===== src/rtl/pcw_video_pkg.sv =====
// pcw_video_pkg: values shared by the PCW sync generator and the sync detector
// so both ends agree on framing.
//   PAL_LINES / NTSC_LINES : default frame heights for classification
//   LINE_LEN               : nominal strobes per line from the generator
//   sync_state_t           : lock qualification states of the detector
package pcw_video_pkg;

  localparam int PAL_LINES  = 312;
  localparam int NTSC_LINES = 260;
  localparam int LINE_LEN   = 1024;

  typedef enum logic [1:0] {
    SEARCH,
    MEASURE,
    VERIFY,
    LOCKED
  } sync_state_t;

endpackage


===== src/rtl/sync_edge.sv =====
// sync_edge: strobe-qualified input sample with edge pulses.
//   i_clk, i_rst : clock, async active-high reset
//   i_stb        : pixel strobe; sample and history only move when high
//   i_d          : raw input level
//   o_q          : registered sample
//   o_rise/o_fall: single-clock pulses, only asserted while i_stb is high
// Both the sample and the history reset to 1 (inactive for the active-low
// syncs, blanked for the blanks), so the first edge after reset is real
// only if the input is actually low.
module sync_edge (
  input  logic i_clk,
  input  logic i_rst,
  input  logic i_stb,
  input  logic i_d,
  output logic o_q,
  output logic o_rise,
  output logic o_fall
);

  logic q_q, prev_q;

  always_ff @(posedge i_clk or posedge i_rst) begin
    if (i_rst) begin
      q_q    <= 1'b1;
      prev_q <= 1'b1;
    end else if (i_stb) begin
      q_q    <= i_d;
      prev_q <= q_q;
    end
  end

  assign o_q    = q_q;
  // Gated by the strobe so a held level between strobes is not seen twice.
  assign o_rise = i_stb & ~prev_q &  q_q;
  assign o_fall = i_stb &  prev_q & ~q_q;

endmodule


===== src/rtl/video_sync_detect.sv =====
// video_sync_detect: recovers line/frame timing from hs/vs/blank, classifies
// PAL/NTSC, qualifies lock over whole frames and regenerates active x/y.
//   i_clk, i_rst     : clock, async active-high reset
//   i_pix_stb        : pixel strobe, all sampling/counting advance on it
//   i_hs, i_vs       : active-low syncs
//   i_hblank, i_vblank: blanking levels
//   o_locked, o_ntsc : lock status and framing class (valid while locked)
//   o_line_len       : strobes between hs falls (latched by the FSM)
//   o_frame_lines    : hs falls per frame (latched by the FSM)
//   o_x, o_y         : active pixel / line index
//   o_line_start, o_frame_start, o_err : one-clock pulses
// All outputs are registered; inputs are seen two strobes late.
module video_sync_detect #(
  parameter int TIMEOUT    = 2047,
  parameter int PAL_LINES  = pcw_video_pkg::PAL_LINES,
  parameter int NTSC_LINES = pcw_video_pkg::NTSC_LINES
) (
  input  logic        i_clk,
  input  logic        i_rst,
  input  logic        i_pix_stb,
  input  logic        i_hs,
  input  logic        i_vs,
  input  logic        i_hblank,
  input  logic        i_vblank,
  output logic        o_locked,
  output logic        o_ntsc,
  output logic [10:0] o_line_len,
  output logic [9:0]  o_frame_lines,
  output logic [10:0] o_x,
  output logic [8:0]  o_y,
  output logic        o_line_start,
  output logic        o_frame_start,
  output logic        o_err
);
  import pcw_video_pkg::*;

  localparam int HS = 0, VS = 1, HB = 2, VB = 3;

  // Input stage
  logic [3:0] raw, smp, rise, fall;
  assign raw = {i_vblank, i_hblank, i_vs, i_hs};

  for (genvar g = 0; g < 4; g++) begin : g_edge
    sync_edge u_edge (
      .i_clk  (i_clk),
      .i_rst  (i_rst),
      .i_stb  (i_pix_stb),
      .i_d    (raw[g]),
      .o_q    (smp[g]),
      .o_rise (rise[g]),
      .o_fall (fall[g])
    );
  end

  logic hs_fall, vs_fall, hb, vb, hb_rise, hb_fall, vb_fall;
  assign hs_fall = fall[HS];
  assign vs_fall = fall[VS];
  assign hb      = smp[HB];
  assign vb      = smp[VB];
  assign hb_rise = rise[HB];
  assign hb_fall = fall[HB];
  assign vb_fall = fall[VB];

  // Sync levels and sync rises carry no information here; PAL is simply
  // "not NTSC", so its height value is not needed by the logic.
  logic unused_sig;
  assign unused_sig = ^{rise[HS], rise[VS], rise[VB], smp[HS], smp[VS]} ^ (PAL_LINES == 0);

  // State
  sync_state_t state_q, state_d;
  logic [10:0] h_cnt_q, h_cnt_d, last_len_q, last_len_d;
  logic [9:0]  v_cnt_q, v_cnt_d;
  logic        line_ok_q, line_ok_d, first_q, first_d;
  logic [10:0] line_len_q, line_len_d, x_q, x_d;
  logic [9:0]  frame_lines_q, frame_lines_d;
  logic [8:0]  y_q, y_d;
  logic        ntsc_q, ntsc_d, locked_q, err_q, err_d, ls_q, fs_q;

  // Lock qualification terms
  logic        timeout, len_bad, line_ok_now, match, latch_en, enter_lock;
  logic [10:0] cand_len;

  assign timeout  = i_pix_stb && (state_q != SEARCH) && (h_cnt_q == 11'(TIMEOUT));
  assign len_bad  = (h_cnt_q != line_len_q);
  // A frame that closes on an hs fall also closes its last line; fold that
  // line's check in, since line_ok_q only reflects earlier lines.
  assign line_ok_now = line_ok_q && !(hs_fall && !first_q && len_bad);
  assign match    = (v_cnt_q == frame_lines_q) && line_ok_now;
  assign cand_len = hs_fall ? h_cnt_q : last_len_q;

  // FSM: state register
  always_ff @(posedge i_clk or posedge i_rst) begin
    if (i_rst) state_q <= SEARCH;
    else       state_q <= state_d;
  end

  // FSM: next state
  always_comb begin
    state_d = state_q;
    if (timeout) begin
      state_d = SEARCH;
    end else if (vs_fall) begin
      case (state_q)
        SEARCH:  state_d = MEASURE;
        MEASURE: state_d = VERIFY;
        VERIFY:  if (match)  state_d = LOCKED;
        LOCKED:  if (!match) state_d = VERIFY;
        default: state_d = SEARCH;
      endcase
    end
  end

  // FSM: outputs
  always_comb begin
    latch_en = 1'b0;
    err_d    = timeout;
    if (!timeout && vs_fall) begin
      case (state_q)
        MEASURE: latch_en = 1'b1;
        VERIFY:  latch_en = !match;
        LOCKED: begin
          latch_en = !match;
          err_d    = !match;
        end
        default: latch_en = 1'b0;
      endcase
    end
    enter_lock    = (state_d == LOCKED) && (state_q != LOCKED);
    line_len_d    = latch_en ? cand_len : line_len_q;
    frame_lines_d = latch_en ? v_cnt_q  : frame_lines_q;
    ntsc_d        = enter_lock ? (v_cnt_q == 10'(NTSC_LINES)) : ntsc_q;
  end

  // Measurement counters and active-area coordinates
  always_comb begin
    h_cnt_d    = h_cnt_q;
    last_len_d = last_len_q;
    v_cnt_d    = v_cnt_q;
    line_ok_d  = line_ok_q;
    first_d    = first_q;
    x_d        = x_q;
    y_d        = y_q;

    if (hs_fall) begin
      h_cnt_d    = 11'd1;
      last_len_d = h_cnt_q;
    end else if (i_pix_stb && h_cnt_q != '1) begin
      h_cnt_d = h_cnt_q + 11'd1;
    end

    // A coincident hs fall is line 1 of the new frame.
    if (vs_fall)                      v_cnt_d = hs_fall ? 10'd1 : 10'd0;
    else if (hs_fall && v_cnt_q != '1) v_cnt_d = v_cnt_q + 10'd1;

    // The first line after vs may be partial, so it is not compared.
    if (vs_fall) begin
      line_ok_d = 1'b1;
      first_d   = 1'b1;
    end else if (hs_fall) begin
      first_d = 1'b0;
      if (!first_q && len_bad) line_ok_d = 1'b0;
    end

    if (i_pix_stb) begin
      // x restarts on the first active sample after any blanking.
      if (hb || vb || hb_fall || vb_fall) x_d = '0;
      else if (x_q != '1)                 x_d = x_q + 11'd1;
      // vblank clear takes priority over the hblank-rise increment.
      if (vb)                          y_d = '0;
      else if (hb_rise && y_q != '1)   y_d = y_q + 9'd1;
    end
  end

  always_ff @(posedge i_clk or posedge i_rst) begin
    if (i_rst) begin
      h_cnt_q       <= '0;
      last_len_q    <= '0;
      v_cnt_q       <= '0;
      line_ok_q     <= 1'b0;
      first_q       <= 1'b0;
      line_len_q    <= '0;
      frame_lines_q <= '0;
      ntsc_q        <= 1'b0;
      locked_q      <= 1'b0;
      err_q         <= 1'b0;
      ls_q          <= 1'b0;
      fs_q          <= 1'b0;
      x_q           <= '0;
      y_q           <= '0;
    end else begin
      h_cnt_q       <= h_cnt_d;
      last_len_q    <= last_len_d;
      v_cnt_q       <= v_cnt_d;
      line_ok_q     <= line_ok_d;
      first_q       <= first_d;
      line_len_q    <= line_len_d;
      frame_lines_q <= frame_lines_d;
      ntsc_q        <= ntsc_d;
      locked_q      <= (state_d == LOCKED);
      err_q         <= err_d;
      ls_q          <= hs_fall;
      fs_q          <= vs_fall;
      x_q           <= x_d;
      y_q           <= y_d;
    end
  end

  assign o_locked      = locked_q;
  assign o_ntsc        = ntsc_q;
  assign o_line_len    = line_len_q;
  assign o_frame_lines = frame_lines_q;
  assign o_x           = x_q;
  assign o_y           = y_q;
  assign o_line_start  = ls_q;
  assign o_frame_start = fs_q;
  assign o_err         = err_q;

endmodule

===== config.mk =====
export PLATFORM = sky130hd
export DESIGN_NAME = video_sync_detect
export DESIGN_NICKNAME = d
export VERILOG_FILES = /design/src/rtl/pcw_video_pkg.sv /design/src/rtl/sync_edge.sv /design/src/rtl/video_sync_detect.sv
export SDC_FILE = /design/constraint.sdc
export NUM_CORES = 1
export LEC_CHECK = 0
export CORE_UTILIZATION = 55
export DETAILED_ROUTE_END_ITERATION = 7
export PLACE_DENSITY = 0.89
export SLEW_MARGIN = 20
export SYNTH_ARGS = -nofsm -noshare
export SYNTH_HDL_FRONTEND = slang
export SYNTH_SLANG_ARGS = --single-unit

===== constraint.sdc =====
create_clock -name i_clk -period 10.31 [get_ports i_clk]
set_input_delay 3.093 -clock i_clk [delete_from_list [all_inputs] [get_ports i_clk]]
set_output_delay 3.093 -clock i_clk [all_outputs]
set_load 0.01 [all_outputs]

=== Word-level counts from Yosys, hierarchy flattened ===
Index checks and enable logic that the tools add are counted.

* Memory bits (writable): 0
* Bits in latches: 0
* Word-level logic and storage cells: 110
* Bits in registers: 90
* Bits in read-only memories: 0
* Memories kept: 0

* Order comparisons: 0
* Bitwise gates (word level): 15
* Multiply operators: 0
* Divide/modulo/power cells: 0
* Shift operators: 0
* Add/subtract/negate cells: 4
* Eq/ne operators: 13
* Reduce and logical (&&, ||, !) cells: 31
* Multiplexer cells: 24

{| class="wikitable"
|+ Operators with widths
! cell !! number
|-
| two-way mux 11 bit || 5
|-
| adder 11 x 1 -> 11 bit (second input constant) || 2
|-
| inequality test 11 bit (second input constant) || 2
|-
| two-way mux 10 bit || 2
|-
| two-way mux 9 bit || 2
|-
| nonzero test 2 bit || 7
|-
| logical AND 1 bit || 12
|-
| equality test 11 bit (second input constant) || 1
|-
| inequality test 11 bit || 1
|-
| adder 10 x 1 -> 10 bit (second input constant) || 1
|-
| AND 1 bit || 10
|-
| equality test 10 bit || 1
|-
| equality test 10 x 9 -> 1 bit (second input constant) || 1
|-
| inequality test 10 bit (second input constant) || 1
|-
| adder 9 x 1 -> 9 bit (second input constant) || 1
|-
| two-way mux 1 bit || 9
|-
| inequality test 9 bit (second input constant) || 1
|-
| two-way mux 2 bit || 4
|-
| one-hot mux 2 bit (4 select lines) || 1
|-
| equality test 2 bit (second input constant) || 3
|-
| AND reduction 2 bit || 3
|-
| inverter 1 bit || 5
|-
| zero test 1 bit || 4
|-
| logical OR 1 bit || 3
|-
| other kinds (5) || 5
|}

=== Logic depth before layout (Yosys ltp) ===
* Word-level depth: 13
* Mapped depth: 10
* Gate-level depth less buffers: 10

=== Cells and area by module ===
A second synthesis with hierarchy kept.

* Cells, all modules: 397
* Area, all modules: 4474.3 µm²

{| class="wikitable"
|+ Modules (own cells, without submodules)
! module !! cells an instance !! times used !! sequential area each (µm²) !! area each (µm²)
|-
| video_sync_detect || 369 || 1 || 2052.0 || 4078.9
|-
| sync_edge || 7 || 4 || 52.6 || 98.8
|}

=== Worst setup path before layout ===
No wires, ideal clock.

* Path kind: input port to flip-flop
* Start: input port i_pix_stb
* End: register frame_lines_q[0], in the netlist o_frame_lines[0]
* Library setup time: 125 ps
* Slack: 5571 ps
* Stages: 8
* Path buffers: 3
* Arrival time: 4614 ps
* Cells stage by stage: buf_4 -> nand2_1 -> or2_0 -> buf_6 -> or3_4 -> a31o_4 -> buf_8 -> mux2_4

* Cells in the longest elaborated chain, start to end: 10
* Elaborated cells on any way between the ends: 16
* Classes of those cells: 2 x mux; 4 x bitwise; 10 x reduce/logical

{| class="wikitable"
|+ RTL lines
! item !! line !! RTL
|-
| start, declared || video_sync_detect.sv:20 || <nowiki>input logic i_pix_stb,</nowiki>
|-
| AND 1 bit (2 in series) || sync_edge.sv:35 || <nowiki>assign o_fall = i_stb & prev_q & ~q_q;</nowiki>
|-
| logical AND 1 bit (2 in series) || video_sync_detect.sv:87 || <nowiki>assign line_ok_now = line_ok_q && !(hs_fall && !first_q && len_bad);</nowiki>
|-
| zero test 1 bit || video_sync_detect.sv:87 ||
|-
| logical AND 1 bit || video_sync_detect.sv:87 ||
|-
| logical AND 1 bit || video_sync_detect.sv:88 || <nowiki>assign match = (v_cnt_q == frame_lines_q) && line_ok_now;</nowiki>
|-
| zero test 1 bit || video_sync_detect.sv:120, video_sync_detect.sv:122 ||
|-
| one-hot mux 1 bit (2 select lines) || video_sync_detect.sv:118 || <nowiki>case (state_q)</nowiki>
|-
| two-way mux 1 bit * || video_sync_detect.sv:117 || <nowiki>if (!timeout && vs_fall) begin</nowiki>
|-
| end signal, assigned || video_sync_detect.sv:197 || <nowiki>frame_lines_q <= frame_lines_d;</nowiki>
|-
| end, declared || video_sync_detect.sv:75 || <nowiki>logic [9:0] frame_lines_q, frame_lines_d;</nowiki>
|}

Every way passes the cells marked *; elsewhere a longest branch is shown, timed or not.
A chain may end at the register's enable or synchronous reset.

=== Worst setup path in the final report ===
* Start: input port i_pix_stb
* End: register v_cnt_q[9]

* Cells in the longest elaborated chain, start to end: 4
* Elaborated cells on any way between the ends: 7
* Classes of those cells: 1 x mux; 4 x bitwise; 2 x reduce/logical

{| class="wikitable"
|+ RTL lines
! item !! line !! RTL
|-
| AND 1 bit (2 in series) || sync_edge.sv:35 ||
|-
| logical AND 1 bit || video_sync_detect.sv:153 || <nowiki>else if (hs_fall && v_cnt_q != '1) v_cnt_d = v_cnt_q + 10'd1;</nowiki>
|-
| nonzero test 2 bit (no line) || - ||
|-
| end signal, assigned || video_sync_detect.sv:193 || <nowiki>v_cnt_q <= v_cnt_d;</nowiki>
|-
| end, declared || video_sync_detect.sv:72 || <nowiki>logic [9:0] v_cnt_q, v_cnt_d;</nowiki>
|}

Parallel ways exist; a longest one is shown, timed or not.

==> metrics.yaml <==
dp_hpwl_mm: 5.86
whs_ns: 0.484
fp-row-count: 32
syn_area_sq_um: 4420
leakage_nw: 2.30
grt_pass1_vias: 3194
critical_path_required_ns: 10.54
ant_nets: 0
ys_seq_elements: 90
insertion_delay_ns: 0.36
slew_headroom_pct: 40.9
p_int_w: 0.000682
vias_per_cell: 5.66
start_util_pct: 56.9
grt_max_degree: 91
synth_seq_area_share_pct: 51.2
synth_edf_count: 0
maxCapViolCount: 0
root_buffer: "clkbuf_8"
fin_crit_ns: 6.30
crit_type: "in2reg"
yosys.area.top_type_share_pct: 46.4
cts_resized: 0
synth.most_common_cell: "dfrtp_1"
synth.largest_area_cell: "dfrtp_1"
numCtsBuffers: 9
hold_path.class: "reg2reg"
syn_area_per_cell_sq_um: 10.6
cts_tree: "done"
synth_warnings: 0
antenna_found_initial: 0
io_pins: 53
hold_viol: 0
p_clk_share_pct: 26.5
setup_viol: 0
yosys-top-cells-area: "dfrtp_1 (46%), mux2_4 (6.8%), xnor2_1 (5.4%), nand2_1 (4.8%), dfstp_2 (4.8%)"
grt_pass1_wl_mm: 15.4
io_buffers: 52
htree_levels: 3
core_sq_um: 7770
fin_nets: 471
synth_common_cells: "dfrtp_1 (82), nand2_1 (57), nor2_1 (42)"
route.detailed.drc: 0
cts_hold_buf: 0
synth-async-reset-ratio_pct: 100
grtUsageTotal_pct: 23.2
fin_worst_skew_ns: 0.00898
synthFlopType: "dfrtp_1"
crit_arrival_ns: 6.53
dieHeight_um: 91.6
gp_congestion: 0.876
vdd_drop_max_mv: 0.116
postPlaceCellArea_sq_um: 4950
p_seq_share_pct: 47.7
period_share_pct: 61.1
num_vias: 3197
ys_types: 46
synthCells: 418
cts.sinks: 90
path_clk_slew_ns: 0.09
cp_max_fo: 26
p_per_area_nw_per_um2: 192
dieWidth_um: 91.6
p_sw_share_pct: 31.3
totalWireLength_mm: 8.93
layout-drive-gt1-share_pct: 13.4
rsz0062_at_grt: "no"
grt_overflow: 0
setup_ws_ns: 4.01
area_delta_synth_final_pct: 17.1
final_area_sq_um: 5180
num_antenna_cells: 0
tightest_slew_ns: 0.884
p_comb_share_pct: 25.8
cts_max_path_buffers: 2
synth_fp_nets: 431
drt_first_iter_violations: 195
worstSetupStartpointType: "input pin"
endpoint_kind: "flip-flop"
die_area_sq_um: 8400
outcome: "complete, no violations"
slew_viol_final: 0
p_total_w: 0.000993
setup_tns_ns: 0
switching_power_w: 0.000311
wl_per_cell_um: 15.8
dr.pass1.iters: 6
fmax_mhz: 159
pre_cts_ws_ns: 3.74
cts_setup_buffers: 0
## path summary, 6_finish.rpt
path                                                      from                                   to  slack (ns)  cells past startpoint
setup / recovery                                     i_pix_stb               v_cnt_q[9]$_DFFE_PP0P_        4.01                      7
hold / removal             g_edge[3].u_edge.prev_q$_DFFE_PP1P_  g_edge[3].u_edge.prev_q$_DFFE_PP1P_        0.48                      2
setup reg to reg           g_edge[0].u_edge.prev_q$_DFFE_PP1P_               v_cnt_q[9]$_DFFE_PP0P_        7.46                      6
hold reg to reg            g_edge[3].u_edge.prev_q$_DFFE_PP1P_  g_edge[3].u_edge.prev_q$_DFFE_PP1P_        0.48                      2
max in group asynchronous                                i_rst               h_cnt_q[9]$_DFFE_PP0P_        6.49                      3
min in group asynchronous                                i_rst                   o_y[6]$_DFFE_PP0P_        3.25                      3
## state kept, by name, indices dropped and copies added (netlist names), 4 cells and up
name	cells
o_y	9
h_cnt_q	11
v_cnt_q	10
o_x	11
g_edge.u_edge.prev_q	4
last_len_q	11
o_frame_lines	10
g_edge.u_edge.o_q	4
o_line_len	11
## worst max-delay path: stages
cell             delay, ns
clkdlybuf4s50_1       1.04
nand3b_1              0.67
inv_1                 0.71
o31ai_2               0.34
nor4_1                0.41
xnor2_1               0.18
nor2_1                0.06
## cells in the final DEF (no fill, tap or decap), types with 3 or more instances in the layout
| master | Yosys | layout |
|---|---|---|
| xnor2_1 | 27 | 27 |
| mux2_2 | 9 | 9 |
| ha_1 | 6 | 6 |
| clkdlybuf4s50_1 | 0 | 52 |
| a21oi_1 | 7 | 7 |
| nand2_1 | 57 | 57 |
| nor4_1 | 5 | 5 |
| and3_1 | 6 | 6 |
| o21ai_0 | 15 | 15 |
| or3_1 | 3 | 3 |
| mux2_4 | 20 | 20 |
| nand3_1 | 15 | 15 |
| o22ai_1 | 3 | 3 |
| inv_1 | 12 | 11 |
| and4_1 | 3 | 3 |
| nand4_1 | 13 | 13 |
| a31oi_1 | 4 | 4 |
| xor2_1 | 19 | 19 |
| nor2_1 | 42 | 42 |
| clkinv_2 | 0 | 3 |
| dfrtp_1 | 82 | 82 |
| clkbuf_8 | 0 | 9 |
| dfstp_2 | 8 | 8 |
| nor3_1 | 5 | 5 |
| nand3b_1 | 4 | 4 |
| o211ai_1 | 3 | 3 |
## power by group through the flow
| stage | combinational, W | clock [W] | sequential (W) |
|---|---|---|---|
| floorplan | 0.000180 | 0 | 0.000467 |
| global placement | 0.000245 | 0 | 0.000477 |
| detailed placement | 0.000255 | 0 | 0.000479 |
| CTS | 0.000258 | 0.000264 | 0.000474 |
| global route | 0.000284 | 0.000282 | 0.000484 |
| finish | 0.000256 | 0.000263 | 0.000474 |
## layout make-up
class,count,area (sq um)
Timing Repair Buffer,54,539
Inverter,12,46.3
Clock inverter,7,93.8
Tap cell,102,128
Clock buffer,9,124
Fill cell,589,2590
Sequential cell,90,2260
Multi-Input combinational cell,291,1980
## logic make-up after synthesis
family / count (synthesis) / synth area share [%]
AO/OA/AOI/OAI: 46 / 6.91
XOR/XNOR: 46 / 9.12
adder cells (fa/ha/maj): 6 / 1.70
buffers and inverters: 37 / 4.05
flip-flops: 90 / 51.2
multiplexers: 31 / 9.54
AND/OR/NAND/NOR: 162 / 17.5
## stage by stage
stage / cells / util (%)
floorplan: 418 / -
global placement: 549 / 63.7
detailed placement: 549 / 63.8
CTS: 565 / 66.6
global route: 565 / 66.6
finish: 565 / 66.6
## layer usage
metal | track usage (%) | up-vias | share of wire [%]
met1 | 31.0 | 1606 | 45
met4 | 9.26 | 0 | 1.6
li1 | - | 1511 | -
met2 | 38.2 | 66 | 51
met5 | 0 | - | 0
met3 | 3.48 | 14 | 3.1
Power figures use the tool's default switching activity.
